==> config.mk <==
export PLATFORM = sky130hd
export DESIGN_NAME = trdb_packet_streamer_flat
export DESIGN_NICKNAME = d
export VERILOG_FILES = /design/src/rtl/trdb_pkg.sv /design/src/rtl/trdb_packet_streamer_if.sv /design/src/rtl/trdb_payload_packer.sv /design/src/rtl/trdb_packet_streamer.sv /design/src/flat_wrapper.sv
export SDC_FILE = /design/constraint.sdc
export NUM_CORES = 1
export LEC_CHECK = 0
export CORE_MARGIN = 2
export CORE_UTILIZATION = 44
export CTS_CLUSTER_DIAMETER = 150
export DETAILED_ROUTE_END_ITERATION = 7
export PLACE_DENSITY = 0.79
export SLEW_MARGIN = 5
export SYNTH_ARGS = -nofsm -noshare
export SYNTH_HDL_FRONTEND = slang
export SYNTH_SLANG_ARGS = --single-unit
==> constraint.sdc <==
create_clock -name clk_i -period 3.6 [get_ports clk_i]
set_clock_uncertainty 0.1 [all_clocks]
set_input_delay 0.36 -clock clk_i [delete_from_list [all_inputs] [get_ports clk_i]]
set_output_delay 0.36 -clock clk_i [all_outputs]
set_load 0.005 [all_outputs]
==> src/rtl/trdb_pkg.sv <==
// Shared types and constants for the trace packet streamer.
// Field encodings, widths and the largest payload size.
package trdb_pkg;

    typedef enum logic [1:0] {
        F0_OPT         = 2'd0,
        F1_BRANCH_FULL = 2'd1,
        F2_ADDR_ONLY   = 2'd2,
        F3_SYNC        = 2'd3
    } trdb_format_e;

    typedef enum logic [1:0] {
        SF_START     = 2'd0,
        SF_EXCEPTION = 2'd1,
        SF_CONTEXT   = 2'd2,
        SF_SUPPORT   = 2'd3
    } trdb_f_sync_subformat_e;

    typedef enum logic [1:0] {
        QS_NO_CHANGE   = 2'd0,
        QS_ENDED_REP   = 2'd1,
        QS_TRACE_LOST  = 2'd2,
        QS_ENDED_NTR   = 2'd3
    } qual_status_e;

    typedef enum logic [2:0] {
        IOPT_DEFAULT    = 3'd0,
        IOPT_SEQ        = 3'd1,
        IOPT_IRET       = 3'd2,
        IOPT_SEQ_IRET   = 3'd3,
        IOPT_EXC        = 3'd4,
        IOPT_EXC_SEQ    = 3'd5,
        IOPT_EXC_IRET   = 3'd6,
        IOPT_ALL        = 3'd7
    } ioptions_e;

    localparam int PRIV_LEN  = 2;
    localparam int CAUSE_LEN = 5;

    // Largest packet is the exception sync with XLEN=64 (142 bits).
    localparam int MAX_PAYLOAD_BYTES = 18;

    function automatic logic [4:0] bits_to_bytes(input int bits);
        return 5'((bits + 7) / 8);
    endfunction

endpackage

==> src/rtl/trdb_packet_streamer_if.sv <==
// Request and beat-stream bundle for the packet streamer.
// master drives requests and beat_ready; slave is the streamer.
interface trdb_packet_streamer_if
    import trdb_pkg::*;
#(
    parameter int XLEN     = 32,
    parameter int BEAT_W   = 4,
    parameter int BMAP_LEN = 31
) ();
    logic                   req_valid_i;
    logic                   req_ready_o;
    trdb_format_e           format_i;
    trdb_f_sync_subformat_e subformat_i;
    logic                   branch_i;
    logic [PRIV_LEN-1:0]    priv_i;
    logic [XLEN-1:0]        iaddr_i;
    logic                   thaddr_i;
    logic [XLEN-1:0]        trap_addr_i;
    logic [CAUSE_LEN-1:0]   cause_i;
    logic                   interrupt_i;
    logic [XLEN-1:0]        tval_i;
    logic                   ienable_i;
    logic                   encoder_mode_i;
    qual_status_e           qual_status_i;
    ioptions_e              ioptions_i;
    logic                   updiscon_i;
    logic [4:0]             branches_i;
    logic [BMAP_LEN-1:0]    branch_map_i;
    logic                   beat_valid_o;
    logic                   beat_ready_i;
    logic [8*BEAT_W-1:0]    beat_data_o;
    logic                   beat_last_o;
    logic [3:0]             beat_bytes_o;
    logic [4:0]             pkt_len_o;
    logic                   branch_map_flush_o;
    logic                   err_o;

    modport master (
        output req_valid_i, format_i, subformat_i, branch_i, priv_i,
               iaddr_i, thaddr_i, trap_addr_i, cause_i, interrupt_i,
               tval_i, ienable_i, encoder_mode_i, qual_status_i,
               ioptions_i, updiscon_i, branches_i, branch_map_i,
               beat_ready_i,
        input  req_ready_o, beat_valid_o, beat_data_o, beat_last_o,
               beat_bytes_o, pkt_len_o, branch_map_flush_o, err_o
    );

    modport slave (
        input  req_valid_i, format_i, subformat_i, branch_i, priv_i,
               iaddr_i, thaddr_i, trap_addr_i, cause_i, interrupt_i,
               tval_i, ienable_i, encoder_mode_i, qual_status_i,
               ioptions_i, updiscon_i, branches_i, branch_map_i,
               beat_ready_i,
        output req_ready_o, beat_valid_o, beat_data_o, beat_last_o,
               beat_bytes_o, pkt_len_o, branch_map_flush_o, err_o
    );
endinterface

==> src/rtl/trdb_payload_packer.sv <==
// Combinational LSB-first packet packing and byte length.
// TRDB_DELTA_ADDR_EN selects delta addresses for F1/F2.
module trdb_payload_packer
    import trdb_pkg::*;
#(
    parameter int XLEN     = 32,
    parameter int BMAP_LEN = 31,
    parameter int PW       = 8 * MAX_PAYLOAD_BYTES
) (
    input  trdb_format_e           format_i,
    input  trdb_f_sync_subformat_e subformat_i,
    input  logic                   branch_i,
    input  logic [PRIV_LEN-1:0]    priv_i,
    input  logic [XLEN-1:0]        iaddr_i,
    input  logic                   thaddr_i,
    input  logic [XLEN-1:0]        trap_addr_i,
    input  logic [CAUSE_LEN-1:0]   cause_i,
    input  logic                   interrupt_i,
    input  logic [XLEN-1:0]        tval_i,
    input  logic                   ienable_i,
    input  logic                   encoder_mode_i,
    input  qual_status_e           qual_status_i,
    input  ioptions_e              ioptions_i,
    input  logic                   updiscon_i,
    input  logic [4:0]             branches_i,
    input  logic [BMAP_LEN-1:0]    branch_map_i,
    input  logic [XLEN-1:0]        latest_addr_i,
    output logic [PW-1:0]          payload_o,
    output logic [4:0]             len_o,
    output logic                   addr_upd_o,
    output logic [XLEN-1:0]        addr_o,
    output logic                   flush_o
);
    localparam int SF0_BITS = 4 + 1 + PRIV_LEN + XLEN;
    localparam int SF1_BITS = 4 + 1 + PRIV_LEN + CAUSE_LEN + 2 + 2 * XLEN;
    localparam int SF2_BITS = 4 + PRIV_LEN;
    localparam int SF3_BITS = 4 + 1 + 1 + 2 + 3;
    localparam int F2_BITS  = 2 + XLEN + 2;
    localparam int F1A_BITS = 2 + 5 + BMAP_LEN + XLEN + 2;
    localparam int F1N_BITS = 2 + 5 + BMAP_LEN;

    logic [XLEN-1:0] addr;
    logic            notify;
    logic            upd_bit;
    logic            f1_addr;

`ifdef TRDB_DELTA_ADDR_EN
    assign addr = iaddr_i - latest_addr_i;
`else
    logic unused_latest;
    assign unused_latest = ^latest_addr_i;
    assign addr = iaddr_i;
`endif

    assign notify  = addr[XLEN-1];
    assign upd_bit = updiscon_i ? ~notify : notify;
    assign f1_addr = int'(branches_i) < BMAP_LEN;

    // Field concatenations list the last-packed field first.
    always_comb begin
        payload_o  = '0;
        len_o      = '0;
        addr_upd_o = 1'b0;
        addr_o     = iaddr_i;
        flush_o    = 1'b0;
        unique case (format_i)
            F3_SYNC: begin
                unique case (subformat_i)
                    SF_START: begin
                        payload_o  = PW'({iaddr_i, priv_i, branch_i,
                                          subformat_i, format_i});
                        len_o      = bits_to_bytes(SF0_BITS);
                        addr_upd_o = 1'b1;
                        flush_o    = 1'b1;
                    end
                    SF_EXCEPTION: begin
                        payload_o  = PW'({tval_i, trap_addr_i, thaddr_i,
                                          interrupt_i, cause_i, priv_i,
                                          branch_i, subformat_i, format_i});
                        len_o      = bits_to_bytes(SF1_BITS);
                        addr_upd_o = 1'b1;
                        addr_o     = trap_addr_i;
                        flush_o    = 1'b1;
                    end
                    SF_CONTEXT: begin
                        payload_o = PW'({priv_i, subformat_i, format_i});
                        len_o     = bits_to_bytes(SF2_BITS);
                    end
                    SF_SUPPORT: begin
                        payload_o = PW'({ioptions_i, qual_status_i,
                                         encoder_mode_i, ienable_i,
                                         subformat_i, format_i});
                        len_o     = bits_to_bytes(SF3_BITS);
                    end
                endcase
            end
            F2_ADDR_ONLY: begin
                payload_o  = PW'({upd_bit, notify, addr, format_i});
                len_o      = bits_to_bytes(F2_BITS);
                addr_upd_o = 1'b1;
            end
            F1_BRANCH_FULL: begin
                flush_o = 1'b1;
                if (f1_addr) begin
                    payload_o  = PW'({upd_bit, notify, addr, branch_map_i,
                                      branches_i, format_i});
                    len_o      = bits_to_bytes(F1A_BITS);
                    addr_upd_o = 1'b1;
                end else begin
                    payload_o = PW'({branch_map_i, branches_i, format_i});
                    len_o     = bits_to_bytes(F1N_BITS);
                end
            end
            F0_OPT: begin
            end
        endcase
    end

endmodule

==> src/rtl/trdb_packet_streamer.sv <==
// Accepts trace packet requests and streams them as byte beats.
// Build option TRDB_DELTA_ADDR_EN: F1/F2 carry delta addresses.
module trdb_packet_streamer
    import trdb_pkg::*;
#(
    parameter int XLEN     = 32,
    parameter int BEAT_W   = 4,
    parameter int BMAP_LEN = 31
) (
    input logic                  clk_i,
    input logic                  rst_i,
    trdb_packet_streamer_if.slave bus
);
    localparam int PW = 8 * MAX_PAYLOAD_BYTES;
    localparam int DW = 8 * BEAT_W;

    typedef enum logic {IDLE, SEND} state_e;

    state_e          state_q;
    logic [PW-1:0]   payload_q;
    logic [4:0]      rem_q;
    logic [4:0]      len_q;
    logic [XLEN-1:0] latest_addr_q;
    logic            err_q;
    logic            flush_q;

    logic [PW-1:0]   pk_payload;
    logic [4:0]      pk_len;
    logic            pk_addr_upd;
    logic [XLEN-1:0] pk_addr;
    logic            pk_flush;
    logic            last_beat;

    trdb_payload_packer #(
        .XLEN     (XLEN),
        .BMAP_LEN (BMAP_LEN),
        .PW       (PW)
    ) u_packer (
        .format_i       (bus.format_i),
        .subformat_i    (bus.subformat_i),
        .branch_i       (bus.branch_i),
        .priv_i         (bus.priv_i),
        .iaddr_i        (bus.iaddr_i),
        .thaddr_i       (bus.thaddr_i),
        .trap_addr_i    (bus.trap_addr_i),
        .cause_i        (bus.cause_i),
        .interrupt_i    (bus.interrupt_i),
        .tval_i         (bus.tval_i),
        .ienable_i      (bus.ienable_i),
        .encoder_mode_i (bus.encoder_mode_i),
        .qual_status_i  (bus.qual_status_i),
        .ioptions_i     (bus.ioptions_i),
        .updiscon_i     (bus.updiscon_i),
        .branches_i     (bus.branches_i),
        .branch_map_i   (bus.branch_map_i),
        .latest_addr_i  (latest_addr_q),
        .payload_o      (pk_payload),
        .len_o          (pk_len),
        .addr_upd_o     (pk_addr_upd),
        .addr_o         (pk_addr),
        .flush_o        (pk_flush)
    );

    assign last_beat = rem_q <= 5'(BEAT_W);

    // Request capture, beat shifting and single-cycle status pulses.
    always_ff @(posedge clk_i or posedge rst_i) begin
        if (rst_i) begin
            state_q       <= IDLE;
            payload_q     <= '0;
            rem_q         <= '0;
            len_q         <= '0;
            latest_addr_q <= '0;
            err_q         <= 1'b0;
            flush_q       <= 1'b0;
        end else begin
            err_q   <= 1'b0;
            flush_q <= 1'b0;
            unique case (state_q)
                IDLE: begin
                    if (bus.req_valid_i) begin
                        if (bus.format_i == F0_OPT) begin
                            err_q <= 1'b1;
                        end else begin
                            state_q   <= SEND;
                            payload_q <= pk_payload;
                            rem_q     <= pk_len;
                            len_q     <= pk_len;
                            flush_q   <= pk_flush;
                            if (pk_addr_upd) begin
                                latest_addr_q <= pk_addr;
                            end
                        end
                    end
                end
                SEND: begin
                    if (bus.beat_ready_i) begin
                        payload_q <= payload_q >> DW;
                        if (last_beat) begin
                            rem_q   <= '0;
                            state_q <= IDLE;
                        end else begin
                            rem_q <= rem_q - 5'(BEAT_W);
                        end
                    end
                end
            endcase
        end
    end

    assign bus.req_ready_o        = (state_q == IDLE);
    assign bus.beat_valid_o       = (state_q == SEND);
    assign bus.beat_data_o        = payload_q[DW-1:0];
    assign bus.beat_last_o        = (state_q == SEND) && last_beat;
    assign bus.beat_bytes_o       = (state_q != SEND) ? 4'd0 :
                                    last_beat ? 4'(rem_q) : 4'(BEAT_W);
    assign bus.pkt_len_o          = len_q;
    assign bus.branch_map_flush_o = flush_q;
    assign bus.err_o              = err_q;

endmodule

==> src/flat_wrapper.sv <==
// flat-port wrapper written by rule: the top's interface ports become plain ports
module trdb_packet_streamer_flat import trdb_pkg::*;
#(
    parameter int XLEN     = 32,
    parameter int BEAT_W   = 4,
    parameter int BMAP_LEN = 31
)
  (clk_i, rst_i, bus_req_valid_i, bus_format_i, bus_subformat_i, bus_branch_i, bus_priv_i, bus_iaddr_i, bus_thaddr_i, bus_trap_addr_i, bus_cause_i, bus_interrupt_i, bus_tval_i, bus_ienable_i, bus_encoder_mode_i, bus_qual_status_i, bus_ioptions_i, bus_updiscon_i, bus_branches_i, bus_branch_map_i, bus_beat_ready_i, bus_req_ready_o, bus_beat_valid_o, bus_beat_data_o, bus_beat_last_o, bus_beat_bytes_o, bus_pkt_len_o, bus_branch_map_flush_o, bus_err_o);
  trdb_packet_streamer_if #(.XLEN(XLEN), .BEAT_W(BEAT_W), .BMAP_LEN(BMAP_LEN)) bus_i ();
  input logic clk_i;
  input logic rst_i;
  input wire logic [$bits(bus_i.req_valid_i)-1:0] bus_req_valid_i;
  input wire logic [$bits(bus_i.format_i)-1:0] bus_format_i;
  input wire logic [$bits(bus_i.subformat_i)-1:0] bus_subformat_i;
  input wire logic [$bits(bus_i.branch_i)-1:0] bus_branch_i;
  input wire logic [$bits(bus_i.priv_i)-1:0] bus_priv_i;
  input wire logic [$bits(bus_i.iaddr_i)-1:0] bus_iaddr_i;
  input wire logic [$bits(bus_i.thaddr_i)-1:0] bus_thaddr_i;
  input wire logic [$bits(bus_i.trap_addr_i)-1:0] bus_trap_addr_i;
  input wire logic [$bits(bus_i.cause_i)-1:0] bus_cause_i;
  input wire logic [$bits(bus_i.interrupt_i)-1:0] bus_interrupt_i;
  input wire logic [$bits(bus_i.tval_i)-1:0] bus_tval_i;
  input wire logic [$bits(bus_i.ienable_i)-1:0] bus_ienable_i;
  input wire logic [$bits(bus_i.encoder_mode_i)-1:0] bus_encoder_mode_i;
  input wire logic [$bits(bus_i.qual_status_i)-1:0] bus_qual_status_i;
  input wire logic [$bits(bus_i.ioptions_i)-1:0] bus_ioptions_i;
  input wire logic [$bits(bus_i.updiscon_i)-1:0] bus_updiscon_i;
  input wire logic [$bits(bus_i.branches_i)-1:0] bus_branches_i;
  input wire logic [$bits(bus_i.branch_map_i)-1:0] bus_branch_map_i;
  input wire logic [$bits(bus_i.beat_ready_i)-1:0] bus_beat_ready_i;
  output wire logic [$bits(bus_i.req_ready_o)-1:0] bus_req_ready_o;
  output wire logic [$bits(bus_i.beat_valid_o)-1:0] bus_beat_valid_o;
  output wire logic [$bits(bus_i.beat_data_o)-1:0] bus_beat_data_o;
  output wire logic [$bits(bus_i.beat_last_o)-1:0] bus_beat_last_o;
  output wire logic [$bits(bus_i.beat_bytes_o)-1:0] bus_beat_bytes_o;
  output wire logic [$bits(bus_i.pkt_len_o)-1:0] bus_pkt_len_o;
  output wire logic [$bits(bus_i.branch_map_flush_o)-1:0] bus_branch_map_flush_o;
  output wire logic [$bits(bus_i.err_o)-1:0] bus_err_o;
  assign bus_i.req_valid_i = bus_req_valid_i;
  assign bus_i.format_i = bus_format_i;
  assign bus_i.subformat_i = bus_subformat_i;
  assign bus_i.branch_i = bus_branch_i;
  assign bus_i.priv_i = bus_priv_i;
  assign bus_i.iaddr_i = bus_iaddr_i;
  assign bus_i.thaddr_i = bus_thaddr_i;
  assign bus_i.trap_addr_i = bus_trap_addr_i;
  assign bus_i.cause_i = bus_cause_i;
  assign bus_i.interrupt_i = bus_interrupt_i;
  assign bus_i.tval_i = bus_tval_i;
  assign bus_i.ienable_i = bus_ienable_i;
  assign bus_i.encoder_mode_i = bus_encoder_mode_i;
  assign bus_i.qual_status_i = bus_qual_status_i;
  assign bus_i.ioptions_i = bus_ioptions_i;
  assign bus_i.updiscon_i = bus_updiscon_i;
  assign bus_i.branches_i = bus_branches_i;
  assign bus_i.branch_map_i = bus_branch_map_i;
  assign bus_i.beat_ready_i = bus_beat_ready_i;
  assign bus_req_ready_o = bus_i.req_ready_o;
  assign bus_beat_valid_o = bus_i.beat_valid_o;
  assign bus_beat_data_o = bus_i.beat_data_o;
  assign bus_beat_last_o = bus_i.beat_last_o;
  assign bus_beat_bytes_o = bus_i.beat_bytes_o;
  assign bus_pkt_len_o = bus_i.pkt_len_o;
  assign bus_branch_map_flush_o = bus_i.branch_map_flush_o;
  assign bus_err_o = bus_i.err_o;
  trdb_packet_streamer #(.XLEN(XLEN), .BEAT_W(BEAT_W), .BMAP_LEN(BMAP_LEN)) u_core (.clk_i(clk_i), .rst_i(rst_i), .bus(bus_i));
endmodule
==> flow_metrics.tcl, run 1 <==
set metrics [dict create \
    vias 5162 \
    grt_max_degree 55 \
    final_common_cell "clkdlybuf4s50_1" \
    holdBufCountCts 0 \
    multi_input_area_mm2 0.002298 \
    synth_area_per_cell_um2 9.632 \
    ctsResizeCount 0 \
    clock_latency_ns 0.34 \
    yosysSeqAreaShare_pct 43.87 \
    yosys.cell_types.count 44 \
    finalCritPeriodShare_pct 81.61 \
    startpoint "u_core.rem_q[3]$_DFFE_PP0P_" \
    path_clk_slew_ns 0.07 \
    ff2ff_path_depth 5 \
    maxSlewHeadroom_pct 46.03 \
    period_needed_ns 2.938 \
    grt_overflow 0 \
    drt_wl_total_um 18450 \
    port_buffers 202 \
    clockRootBuffer "clkbuf_16" \
    die_w_um 112.0 \
    synth.top_cell.area_share_pct 43.87 \
    first_iter_violations 750 \
    dpl-instance-area_mm2 0.007037 \
    wire_per_inst_um 22.26 \
    final_util_pct 64.16 \
    worstSetupPathType "flip-flop to output port" \
    wl_met3_um 1851 \
    grt_usage_pct 28.70 \
    cts_tree "built" \
    cts_buffers 9 \
    dp_hpwl_um 13420 \
    drv_slew 0 \
    die_area_mm2 0.01255 \
    synth_top_flop_cell "dfrtp_1" \
    p_leak_nw 3.272 \
    arrival_ns 2.48 \
    antenna_found_initial 0 \
    fin_tns_setup_ns 0 \
    diodes 0 \
    fill_cells 926 \
    synth_edf_count 0 \
    syn2layout_area_growth_pct 42.70 \
    start_util_pct 44.96 \
    drtAntennaViolNets 0 \
    min_path_type "primary input to asynchronous set/reset pin" \
    gp_congestion 0.8960 \
    finalPower_mw 4.359 \
    final_cell_mix "clkdlybuf4s50_1 (201), dfrtp_1 (89), a222oi_1 (47), nor2_1 (42), a21oi_1 (40)" \
    final_nets 846 \
    synthesis.nets 698 \
    cap_violations 0 \
    clockBufferDepth 2 \
    yosys_warnings 0 \
    routed_via_density 6.227 \
    numClockSinks 90 \
    synth.area.top_cells "dfrtp_1 (44%), a222oi_1 (9.2%), buf_4 (4.8%), a21oi_1 (3.9%), mux2_2 (3.7%)" \
    finalHoldViolCount 0 \
    worstMarginPinSlew_ns 0.8095 \
    die_h_um 112.0 \
    fmax_ghz 0.3404 \
    cp-end-kind "output port" \
    drive_gt1_share_pct 8.163 \
    final_area_mm2 0.007326 \
    vdd_drop_max_v 0.0002862 \
    wl_met2_um 8978 \
    syn_inst 533 \
    r2r_setup_slack_ns 1.19 \
    rows 39 \
    detail_route.first_pass.iterations 8 \
    status "finished clean" \
    io_pins 204 \
    wl_met1_um 6980 \
    grt_pass1_wl_um 28260 \
    fin_ws_ns 0.6621 \
    htree_levels 3 \
    powerDensity_mw_per_mm2 595.0 \
    timing.rr.start "u_core.bus.beat_valid_o$_DFF_PP0_" \
    setup_viol 0 \
    drc 0 \
    async_flop_share_pct 100.0 \
    synth_top_area_cell "dfrtp_1" \
    critPathMaxFanout 4 \
    syn-cell-area_mm2 0.005134 \
    grt_pass1_vias 5158 \
    postCtsSetupRepairBufs 0 \
    dp_slack_ns 0.5686 \
    core_mm2 0.01142 \
    yosys_register_bits 90 \
    highest_layer "met4" \
    final-seq-area_mm2 0.002253 \
    cp.required_ns 3.14 \
    setup.worst_path.start_class "flip-flop" \
    rsz0062_at_grt "false" \
]
worst max-delay path, cell delays in order (launching register included):
cell,delay [ns]
dfrtp_1,0.37
inv_1,0.13
ha_1,0.17
or4b_2,0.64
nand2_1,0.15
and3_1,0.17
clkdlybuf4s50_1,0.52
power by group:
group / internal (mW) / switching, mW / total (mW)
combinational: 0.956 / 0.892 / 1.85
clock: 0.494 / 0.416 / 0.910
sequential: 1.35 / 0.249 / 1.60
total: 2.80 / 1.56 / 4.36
through the flow:
step | cells | hold slack, ns
3_5_place_dp | 813 | 0.3791
2_1_floorplan | 533 | 0.3496
5_1_grt | 829 | 0.3596
3_3_place_gp | 813 | 0.3713
4_1_cts | 829 | 0.3179
6_report | 829 | 0.2986
cells by family (layout without fill, tap and decap cells):
family	after synthesis	count (layout)	synth area share [%]
compound gates	180	180	25.71
xor+xnor	2	2	0.3413
fa+ha+maj	7	7	1.706
buf+inv	113	266	11.60
flops	90	90	43.87
mux	34	34	7.043
other cells	1	1	0.07305
simple gates	106	106	9.652
cells in the mapped netlist (all sizes together), types with 17 or more instances:
| library cell | number |
|---|---|
| clkbuf | 24 |
| inv | 33 |
| a21oi | 40 |
| dfrtp | 90 |
| buf | 56 |
| nand2 | 30 |
| mux2i | 17 |
| mux2 | 17 |
| nor2 | 43 |
| o22ai | 23 |
| o21ai | 26 |
| a222oi | 47 |
layer usage:
metal,vias to the layer above,global-route usage [%]
met5,-,0
met4,0,12.11
met3,47,4.590
met2,332,46.38
met1,2500,38.76
li1,2283,-
worst paths after layout:
path | end
max reg2reg | u_core.payload_q[23]$_DFFE_PP0P_
min reg2reg | u_core.payload_q[8]$_DFFE_PP0P_
max | bus_beat_bytes_o[1]
max in group asynchronous | u_core.payload_q[46]$_DFFE_PP0P_
min | u_core.bus.pkt_len_o[0]$_DFFE_PP0P_
min in group clk_i | u_core.payload_q[8]$_DFFE_PP0P_
registers in the layout, summed over array words and instances (netlist names):
name / flops
u_core.rem_q: 5
u_core.payload_q: 78
u_core.bus.beat_valid_o: 1
u_core.bus.err_o: 1
u_core.bus.branch_map_flush_o: 1
u_core.bus.pkt_len_o: 4
layout make-up:
cell class              instances  area share (%)
flip-flops and latches         90           30.76
repair buffers                217           29.75
clock inverters                 6          0.6832
multi-input cells             330           31.37
well taps                     143           2.442
inverters                      33           1.725
clock buffers                  10           3.262
No activity file was read; power rests on OpenSTA's default activity.
==> run 2, diff against run 1 <==
- CORE_UTILIZATION: 44 -> 40
- PLACE_DENSITY: 0.79 -> 0.76
- clock period: 3.6 -> 2.4 ns (I/O delays scaled with it)
==> flow_metrics.tcl, run 2 (synthesis results as in run 1) <==
set metrics [dict create \
    status "finished with violations" \
    violations "design-rule violations" \
    fin_ws_ns 0.1017 \
    rows 41 \
    vias 5282 \
    wl_met2_um 9631 \
    syn2layout_area_growth_pct 50.09 \
    cp-end-kind "output port" \
    cap_violations 0 \
    timing.hold.ws_ns 0.1717 \
    core_mm2 0.01257 \
    final_cell_mix "clkdlybuf4s50_1 (196), dfrtp_1 (90), a222oi_1 (47), nor2_1 (42), a21oi_1 (40)" \
    die_w_um 117.3 \
    min_path_type "primary input to asynchronous set/reset pin" \
    drv_slew 0 \
    dp_hpwl_um 14520 \
    dp_slack_ns -0.05206 \
    cp.required_ns 2.06 \
    io_pins 204 \
    drtAntennaViolNets 0 \
    postCtsSetupRepairBufs 0 \
    p_leak_nw 3.483 \
    grt_overflow 0 \
    top_register "u_core.payload_q" \
    first_iter_violations 695 \
    die_area_mm2 0.01376 \
    fill_cells 1037 \
    wire_per_inst_um 21.49 \
    numClockSinks 90 \
    timing.rr.start "u_core.bus.beat_valid_o$_DFF_PP0_" \
    final_area_mm2 0.007705 \
    final_nets 877 \
    finalCritPeriodShare_pct 95.76 \
    critPathMaxFanout 4 \
    detail_route.first_pass.iterations 8 \
    drt_wl_total_um 19090 \
    port_buffers 202 \
    drc 2 \
    worstSetupPathType "flip-flop to output port" \
    powerDensity_mw_per_mm2 897.5 \
    grt_max_degree 47 \
    antenna_found_initial 0 \
    finalPower_mw 6.915 \
    setup.worst_path.start_class "flip-flop" \
    diodes 0 \
    finalHoldViolCount 0 \
    start_util_pct 40.85 \
    final_common_cell "clkdlybuf4s50_1" \
    largest_reg_flops 78 \
    grt_pass1_vias 5503 \
    path_clk_slew_ns 0.06 \
    dpl-instance-area_mm2 0.007381 \
    rsz0062_at_grt "false" \
    highest_layer "met4" \
    gp_congestion 0.8998 \
    drive_gt1_share_pct 12.01 \
    clock_latency_ns 0.33 \
    arrival_ns 1.96 \
    fmax_ghz 0.4351 \
    clockRootBuffer "clkbuf_16" \
    cts_tree "built" \
    cts_buffers 9 \
    grt_usage_pct 27.62 \
    die_h_um 117.3 \
    routed_via_density 5.948 \
    htree_levels 3 \
    wl_met1_um 7474 \
    setup_viol 0 \
    grt_pass1_wl_um 28840 \
    period_needed_ns 2.298 \
    clockBufferDepth 2 \
    vdd_drop_max_v 0.0004385 \
    wl_met3_um 1416 \
    startpoint "u_core.rem_q[3]$_DFFE_PP0P_" \
]
-- run 2: changes by cell type in the layout (fill, tap and decap cells not counted), moves of 2 or more --
cell             change
clkdlybuf4s50_1      -5
buf_4               +25
dlygate4sd2_1        +5
inv_6                -2
bufinv_16            +2
buf_12               +6
-- run 2: per-layer routing --
layer  track usage (%)  vias up
li1                  -     2342
met1             34.87     2580
met2             47.47      310
met3             4.737       50
met4             10.35        0
met5                 0        -
-- run 2: repair_timing --
| action | 4_1_cts | 5_1_grt |
|---|---|---|
| resized for setup | 8 | 0 |
| hold endpoints to repair | 0 | 0 |
| hold buffers | 0 | 0 |
| setup endpoints to repair | 5 | 0 |
-- run 2: area by class of cell --
cell class | instances | area [um2] | area share (%)
Clock buffer | 11 | 242.7 | 3.150
Clock inverter | 4 | 76.32 | 0.9906
Inverter | 33 | 127.6 | 1.656
Multi-Input combinational cell | 330 | 2310 | 29.98
Sequential cell | 90 | 2252 | 29.23
Tap cell | 172 | 215.2 | 2.793
Timing Repair Buffer | 248 | 2481 | 32.20
-- run 2: path summary, 6_finish.rpt --
path,cells after the start,slack [ns],endpoint
hold reg to reg,2,0.39,u_core.bus.pkt_len_o[3]$_DFFE_PP0P_
setup / recovery,7,0.10,bus_beat_bytes_o[2]
hold / removal,2,0.17,u_core.rem_q[1]$_DFFE_PP0P_
min in group clk_i,2,0.39,u_core.bus.pkt_len_o[3]$_DFFE_PP0P_
setup reg to reg,6,0.51,u_core.payload_q[50]$_DFFE_PP0P_
max in group asynchronous,3,1.35,u_core.payload_q[5]$_DFFE_PP0P_
-- run 2: worst max-delay path: stages, from the launching register on --
cell and delay (ns):
dfrtp_1 0.37, inv_1 0.07, ha_1 0.14, or4b_4 0.49, nand2_2 0.09, buf_4 0.12, a21oi_1 0.07, dlygate4sd2_1 0.27
-- run 2: stage by stage --
step | TNS, ns | cells | utilization (%)
6_report | 0 | 888 | 61.30
5_1_grt | 0 | 888 | 61.30
4_1_cts | 0 | 888 | 61.30
3_5_place_dp | -0.1239 | 873 | 58.73
3_3_place_gp | -0.01574 | 873 | 58.73
2_1_floorplan | 0 | 533 | -
-- run 2: power by group --
part	internal (mW)	total, mW	switching (mW)	leakage [nW]
clock	0.937	1.51	0.574	0.152
sequential	2.03	2.36	0.336	1.16
combinational	1.60	3.04	1.44	2.17
total	4.57	6.92	2.35	3.48
